==> src/rtl/spike_rate_decoder.sv <==
// Rate decoder for a binary spike train: a halving synaptic current trace plus
// a windowed spike count delivered over a valid/ready handshake.
module spike_rate_decoder #(
   parameter int WINDOW = 16
) (
   input  logic       clk,
   input  logic       rst,
   input  logic       spike,
   input  logic       enable,
   input  logic [7:0] weight,
   output logic [7:0] current,
   output logic [7:0] rate,
   output logic       rate_valid,
   input  logic       rate_ready,
   output logic       overrun
);

   localparam int              SLOT_W    = (WINDOW > 1) ? $clog2(WINDOW) : 1;
   localparam logic [SLOT_W-1:0] LAST_SLOT = SLOT_W'(WINDOW - 1);

   typedef enum logic {
      IDLE,
      COUNT
   } state_t;

   state_t            state, state_next;
   logic [SLOT_W-1:0] slot, slot_next, slot_cur;
   logic [7:0]        count, count_next, count_cur, count_inc;
   logic              window_done;
   logic [8:0]        trace_sum;
   logic [7:0]        trace_next;

   // Leaky trace: halve, add the weight on a spike, clamp to 8 bits.
   always_comb begin
      trace_sum  = {2'b00, current[7:1]} + {1'b0, (spike ? weight : 8'd0)};
      trace_next = trace_sum[8] ? 8'hFF : trace_sum[7:0];
   end

   // The edge that leaves IDLE is slot 0 of a fresh window.
   always_comb begin
      slot_cur  = (state == IDLE) ? '0 : slot;
      count_cur = (state == IDLE) ? 8'd0 : count;
      count_inc = (spike && count_cur != 8'hFF) ? count_cur + 8'd1 : count_cur;
   end

   // NOTE: every output of this block is defaulted first so no path leaves a
   // variable unassigned, which would otherwise infer a latch.
   always_comb begin
      state_next  = state;
      slot_next   = slot;
      count_next  = count;
      window_done = 1'b0;
      case (state)
         IDLE: begin
            if (enable) begin
               state_next = COUNT;
               slot_next  = slot_cur + SLOT_W'(1);
               count_next = count_inc;
            end
         end
         COUNT: begin
            if (!enable) begin
               state_next = IDLE;
               slot_next  = '0;
               count_next = 8'd0;
            end else if (slot_cur == LAST_SLOT) begin
               window_done = 1'b1;
               slot_next   = '0;
               count_next  = 8'd0;
            end else begin
               slot_next  = slot_cur + SLOT_W'(1);
               count_next = count_inc;
            end
         end
         default: begin
            state_next = IDLE;
            slot_next  = '0;
            count_next = 8'd0;
         end
      endcase
   end

   // NOTE: sequential state uses non-blocking assignments so every register
   // samples the pre-edge values, independent of statement order.
   always_ff @(posedge clk or negedge rst) begin
      if (!rst) begin
         state <= IDLE;
         slot  <= '0;
         count <= 8'd0;
      end else begin
         state <= state_next;
         slot  <= slot_next;
         count <= count_next;
      end
   end

   always_ff @(posedge clk or negedge rst) begin
      if (!rst) begin
         current    <= 8'd0;
         rate       <= 8'd0;
         rate_valid <= 1'b0;
         overrun    <= 1'b0;
      end else begin
         if (enable) begin
            current <= trace_next;
         end
         // A completing window wins over consumption; only an unread sample
         // that gets replaced counts as an overrun.
         if (window_done) begin
            rate       <= count_inc;
            rate_valid <= 1'b1;
            if (rate_valid && !rate_ready) begin
               overrun <= 1'b1;
            end
         end else if (rate_valid && rate_ready) begin
            rate_valid <= 1'b0;
         end
      end
   end

endmodule

==> config.mk <==
export PLATFORM = sky130hd
export DESIGN_NAME = spike_rate_decoder
export DESIGN_NICKNAME = d
export VERILOG_FILES = /design/src/rtl/spike_rate_decoder.sv
export SDC_FILE = /design/constraint.sdc
export NUM_CORES = 1
export LEC_CHECK = 0
export ABC_CLOCK_PERIOD_IN_PS = 2600
export CAP_MARGIN = 20
export CORE_ASPECT_RATIO = 0.9
export CORE_MARGIN = 2
export CORE_UTILIZATION = 55
export CTS_BUF_LIST = sky130_fd_sc_hd__clkbuf_8
export DETAILED_ROUTE_END_ITERATION = 8
export PLACE_DENSITY = 0.88
export RECOVER_POWER = 25
export SYNTH_ARGS = -nofsm -noshare
export SYNTH_HDL_FRONTEND = slang
export SYNTH_SLANG_ARGS = --single-unit
==> constraint.sdc <==
create_clock -name clk -period 2.6 [get_ports clk]
set_input_delay 0.26 -clock clk [delete_from_list [all_inputs] [get_ports clk]]
set_output_delay 0.26 -clock clk [all_outputs]
set_load 0.1 [all_outputs]
==> results of run 1 <==
[routing by layer]
metal	part of all wire	routed length (µm)
met1	0.44	1760
met2	0.46	1810
met3	0.070	278
met4	0.025	98
met5	0	0
[placed cells by master (no fill, tap or decap), types with 2 or more instances in the layout]
| cell | synthesis | routed |
|---|---|---|
| nand4_1 | 2 | 2 |
| nand3_1 | 5 | 5 |
| o22ai_1 | 4 | 4 |
| o21ai_0 | 12 | 12 |
| o21bai_1 | 2 | 2 |
| a22o_1 | 2 | 2 |
| buf_4 | 2 | 28 |
| o32ai_1 | 2 | 2 |
| clkbuf_8 | 0 | 5 |
| ha_1 | 9 | 9 |
| xor2_1 | 4 | 4 |
| a211oi_1 | 2 | 2 |
| dfrtp_1 | 31 | 30 |
| nor2_1 | 12 | 12 |
| inv_1 | 3 | 5 |
| or4_1 | 2 | 2 |
| xnor2_1 | 6 | 6 |
| and2_1 | 12 | 12 |
| o22a_1 | 7 | 7 |
| nand2_1 | 26 | 26 |
| a31oi_1 | 3 | 3 |
| o211ai_1 | 3 | 3 |
| mux2i_1 | 3 | 3 |
| a21oi_1 | 9 | 9 |
| nor3_1 | 4 | 4 |
| clkdlybuf4s50_1 | 0 | 11 |
| a21o_1 | 4 | 4 |
[report_power, final]
part	internal (µW)	switching, µW	total [µW]
logic	321	700	1020
registers	554	65.6	620
clock network	179	173	352
[area by class of cell]
| cell class | count | area, µm² | area share |
|---|---|---|---|
| Timing Repair Buffer | 41 | 334 | 0.146 |
| Tap cell | 44 | 55.1 | 0.0241 |
| Clock inverter | 3 | 12.5 | 0.00547 |
| Inverter | 3 | 11.3 | 0.00492 |
| Clock buffer | 5 | 68.8 | 0.0301 |
| Multi-Input combinational cell | 153 | 1030 | 0.450 |
| Sequential cell | 31 | 777 | 0.340 |
[worst max path at each step]
| stage | from | end | slack (ns) | cells after the start |
|---|---|---|---|---|
| 6_report | spike | current[6]$_DFFE_PN0P_ | 0.17 | 9 |
| 4_1_cts | spike | current[6]$_DFFE_PN0P_ | 0.20 | 9 |
| 5_1_grt | spike | current[5]$_DFFE_PN0P_ | 0.03 | 9 |
| 3_3_place_gp | spike | current[1]$_DFFE_PN0P_ | 0.05 | 9 |
| 3_5_place_dp | spike | current[2]$_DFFE_PN0P_ | -0.08 | 9 |
| 2_1_floorplan | current[2]$_DFFE_PN0P_ | current[1]$_DFFE_PN0P_ | 0.16 | 6 |
[kinds of logic (layout without fill, tap and decap cells)]
family / after synthesis / in the layout
simple gates: 71 / 71
buf+inv: 14 / 52
compound gates: 57 / 57
mux: 5 / 5
xor+xnor: 10 / 10
fa+ha+maj: 10 / 10
flops: 31 / 31
[sequential cells by signal, indices dropped and copies added, names as in the netlist]
signal,count
rate,8
rate_valid,1
state,1
current,8
count,8
overrun,1
slot,4
[through the flow]
step                      instance area, µm²  total power [µW]  utilization  TNS, ns  cells
final                                   2290              1990        0.687        0    280
after global routing                    2290              2100        0.687        0    280
after CTS                               2290              2000        0.688        0    280
after detailed placement                2210              1650        0.664   -0.447    272
after global placement                  2210              1640        0.664        0    272
after floorplan                         1880              1390            -        0    198
[critical path, cell delays in order]
cell and delay, ns:
clkdlybuf4s50_1 0.48, and2_1 0.18, ha_1 0.21, fa_1 0.39
a211oi_1 0.27, o21ai_0 0.15, o21ai_0 0.21, nand2_1 0.21
o22a_1 0.22
==> results.yml, run 1 <==
route:
  ant_nets: 0
  drt_pass1_iterations: 4
  remaining_drc_errors: 0
  wire_per_inst_um: 14.1
  drt-total-wl_mm: 3.95
  vias_per_cell: 5.80
  drt_iter0_markers: 117
  vias: 1623
worst_setup_path:
  reg2reg_from: "state$_DFF_PN0_"
  crit_type: "input port to register"
  cp.arrival_ns: 2.59
  path_max_fanout: 6
  crit_required_ns: 2.77
  rrSetupSlack_ns: 0.33
  ff2ff_path_depth: 7
  r2r_end: "rate[3]$_DFFE_PN0P_"
  critPathCaptureType: "register"
  cp-start-kind: "input port"
clock_network:
  hold_buffers: 0
  worstSkewPairLatency_ns: 0.29
  cts_max_path_buffers: 2
  postCtsSetupBuffers: 0
  cts_resized: 0
  cts_sinks: 31
  clk_pin_slew_worst_paths_ns: 0.07
  htree_levels: 2
  clock-root-buffer: "clkbuf_8"
  cts_tree: "done"
  cts_buffers: 5
synthesis:
  synthTopCellsByArea: "dfrtp_1, ha_1, nand2_1"
  netlist_top_cells_count: "dfrtp_1, nand2_1, and2_1, nor2_1, o21ai_0"
  synthArstFlopShare: 1.00
  yosysSeqAreaShare: 0.413
  synthCells: 198
  ys_types: 46
  synth.largest_area_cell: "dfrtp_1"
  syn_area_um2: 1880
  synth_top_family_by_area: "compound AO/OA/AOI/OAI gates"
  synth.most_common_cell: "dfrtp_1"
  synth.avg_cell_area_um2: 9.50
  synth_edf_count: 0
  synthSimpleGateAreaFrac: 0.190
  yosysWarnings: 0
  synth_top_area_frac: 0.413
  synthMuxAreaShare: 0.0299
  synth_xor_area_frac: 0.0466
  synth_compound_area_frac: 0.210
  synth-adder-area-share: 0.0705
  synth-main-ff-cell: "dfrtp_1"
  synth_nets: 221
  ys_ff_latch: 31
global_routing:
  grt_max_degree: 32
  grt_antenna_before_repair: 0
  gr-total-overflow: 0
  grt_pass1_wl_mm: 6.53
  busiest_layer: "met2"
  grtUsageMet2: 0.351
  grt_usage: 0.222
  gr-usage-met1: 0.279
  grt_util_met3: 0.0627
  grt_pass1_vias: 1462
die:
  rows: 20
  die_w_um: 65.6
  io-pin-count: 31
  dieArea_um2: 3900
  initial_utilization: 0.565
  die_h_um: 59.5
  core_um2: 3330
finish:
  antenna_cells: 0
  fillCellCount: 274
  area_delta_synth_final_pct: 21.6
  post_route_cells_drive_above_1_share: 0.186
  nNetsFinal: 258
sta:
  finalCritPeriodShare: 0.933
  skew_ns: 0.00909
  fin_ws_ns: 0.175
  slew_headroom: -0.0962
  worst_pin_slew_ns: 1.64
  hold_slack_ns: 0.478
  rsz0062_at_grt: "no"
  period_minus_slack_ns: 2.43
  max_freq_mhz: 412
  maxSlewViolCount: 32
  setup_viol: 0
  hold_violations: 0
hold_path:
  hp-class: "register to register"
  holdPathStages: 2
  hold_start: "rate[3]$_DFFE_PN0P_"
  min_to: "rate[3]$_DFFE_PN0P_"
power:
  vdd_drop_max_mv: 0.662
  power_leakage_uw: 0.00104
  p_per_area_nw_per_um2: 871
placed_design:
  place_ws_ns: -0.0796
  dp_hpwl_mm: 2.88
  gp_congestion: 0.916
  io_buffers: 30
outcome:
  status: "complete, but fails checks"
  violations: "max-capacitance violations, max-slew violations"
run:
  cap_violations: 1
Note: power is estimated with default switching activity, not from simulation.
==> inputs of run 2 (changes only) <==
- CTS_CLUSTER_SIZE: default -> 28
- SLEW_MARGIN: default -> 20
==> results of run 2 <==
Same layout as run 1: the final DEF is identical, and so are final timing and power.
==> inputs of run 3 (changes only) <==
- REMOVE_ABC_BUFFERS: default -> 1
==> run 3 against run 2 <==
  * The flow still finishes with violations (max-capacitance violations, max-slew violations)
  * Utilization grew 0.38 points
  * Worst setup slack lost 0.0025 ns
  * Via count shrank 1.5%
  * Global-route usage grew 1.2 points
  * Sequential share of layout area shrank 0.24 points
  * Routed wire length grew 1.1%
  * Register-to-register slack lost 0.02 ns
  * Clock skew shrank 0.0042 ns
  * Final area grew 0.55%
  * Maximum frequency shrank 0.10%
  * First-iteration DRC count grew 10%
  * Non-clock buffer count shrank 3
  * Highest routed layer unchanged
==> results.yml, run 3 (same netlist as run 1, synthesis figures left out) <==
finish:
  post_route_cells_drive_above_1_share: 0.180
  antenna_cells: 0
  reg_top3: "count: 8 flops, current: 8 flops, rate: 8 flops"
  final_common_cell: "dfrtp_1"
  area_delta_synth_final_pct: 22.3
  final_util: 0.691
  layout_common_cells: "dfrtp_1, nand2_1, buf_4"
  fin_area_um2: 2300
  nNetsFinal: 255
global_routing:
  gr-total-overflow: 0
  grt_max_degree: 32
  grt_pass1_vias: 1490
  grt_antenna_before_repair: 0
  grt_usage: 0.234
  grt_pass1_wl_mm: 6.78
worst_setup_path:
  cp.arrival_ns: 2.61
  reg2reg_from: "current[1]$_DFFE_PN0P_"
  crit_required_ns: 2.78
  critPathCaptureType: "register"
  crit_type: "input port to register"
  path_max_fanout: 6
  rrSetupSlack_ns: 0.31
  cp-start-kind: "input port"
  ff2ff_path_depth: 7
  r2r_end: "current[6]$_DFFE_PN0P_"
die:
  die_w_um: 65.6
  die_h_um: 59.5
  core_um2: 3330
  io-pin-count: 31
  initial_utilization: 0.565
  dieArea_um2: 3900
  rows: 20
clock_network:
  cts_sinks: 31
  clock-root-buffer: "clkbuf_8"
  cts_tree: "done"
  htree_levels: 2
  postCtsSetupBuffers: 0
  hold_buffers: 0
  cts_buffers: 5
  clk_pin_slew_worst_paths_ns: 0.07
  cts_resized: 0
  worstSkewPairLatency_ns: 0.29
  cts_max_path_buffers: 2
sta:
  hold_slack_ns: 0.478
  setup_viol: 0
  finalSetupTns_ns: 0
  hold_violations: 0
  worst_pin_slew_ns: 1.60
  finalCritPeriodShare: 0.934
  slew_headroom: -0.0696
  max_freq_mhz: 412
  period_minus_slack_ns: 2.43
  maxSlewViolCount: 32
  skew_ns: 0.00488
  rsz0062_at_grt: "no"
placed_design:
  dp_hpwl_mm: 2.98
  gp_congestion: 0.833
  io_buffers: 30
  place_area_um2: 2190
route:
  drt_iter0_markers: 129
  drt-total-wl_mm: 3.99
  vias_per_cell: 5.77
  wire_per_inst_um: 14.4
  drt_pass1_iterations: 4
  ant_nets: 0
  vias: 1598
  remaining_drc_errors: 0
hold_path:
  hold_start: "rate[5]$_DFFE_PN0P_"
  hp-class: "register to register"
  holdPathStages: 2
  min_to: "rate[5]$_DFFE_PN0P_"
power:
  p_per_area_nw_per_um2: 925
  power.total_uw: 2130
  vdd_drop_max_mv: 0.793
  power_leakage_uw: 0.00103
outcome:
  violations: "max-capacitance violations, max-slew violations"
  status: "complete, but fails checks"
run:
  cap_violations: 1
-- run 3: cell count changes in the layout (fill, tap and decap cells not counted) --
cell,before,now
inv_1,5,3
dlygate4sd3_1,1,2
clkdlybuf4s50_1,11,10
bufinv_16,0,1
dfrtp_2,1,0
clkbuf_8,5,6
buf_4,28,25
dfrtp_1,30,31
-- run 3: layer usage --
metal,up-vias,GRT usage,part of all wire
met5,-,0,0
met4,0,0.0952,0.019
met3,7,0.0684,0.054
met2,42,0.343,0.47
met1,760,0.328,0.46
li1,789,-,-
-- run 3: worst max path at each step --
stage	startpoint	endpoint	slack (ns)
3_3_place_gp	spike	current[1]$_DFFE_PN0P_	0.03
4_1_cts	spike	current[6]$_DFFE_PN0P_	0.20
3_5_place_dp	spike	current[6]$_DFFE_PN0P_	-0.09
5_1_grt	spike	current[6]$_DFFE_PN0P_	0.01
6_report	spike	current[6]$_DFFE_PN0P_	0.17
2_1_floorplan	current[1]$_DFFE_PN0P_	current[2]$_DFFE_PN0P_	-0.02
-- run 3: worst max-delay path: stages --
cell and delay [ns]:
clkdlybuf4s50_1 0.44, and2_1 0.16, ha_1 0.21, fa_1 0.40, a211oi_1 0.25, o21ai_0 0.18
o21ai_0 0.27, nand2_1 0.21, o22a_1 0.23
-- run 3: area by class of cell --
class | instances | area, µm²
multi-input cells | 153 | 1030
fillers | 274 | 1030
flip-flops and latches | 31 | 776
repair buffers | 38 | 312
clock buffers | 6 | 82.6
well taps | 44 | 55.1
clock inverters | 2 | 35.0
inverters | 3 | 11.3
-- run 3: report_power, final --
group          leakage [µW]  internal, µW  total (µW)  switching [µW]
Sequential         0.000390           553         623            70.1
Clock             0.0000612           310         494             185
Combinational      0.000583           302        1010             707
-- run 3: metrics by stage --
stage	instances	setup WS, ns
after global placement	269	0.0303
after detailed placement	269	-0.0942
after floorplan	187	-0.0171
after global routing	277	0.0112
final	277	0.172
after CTS	277	0.197
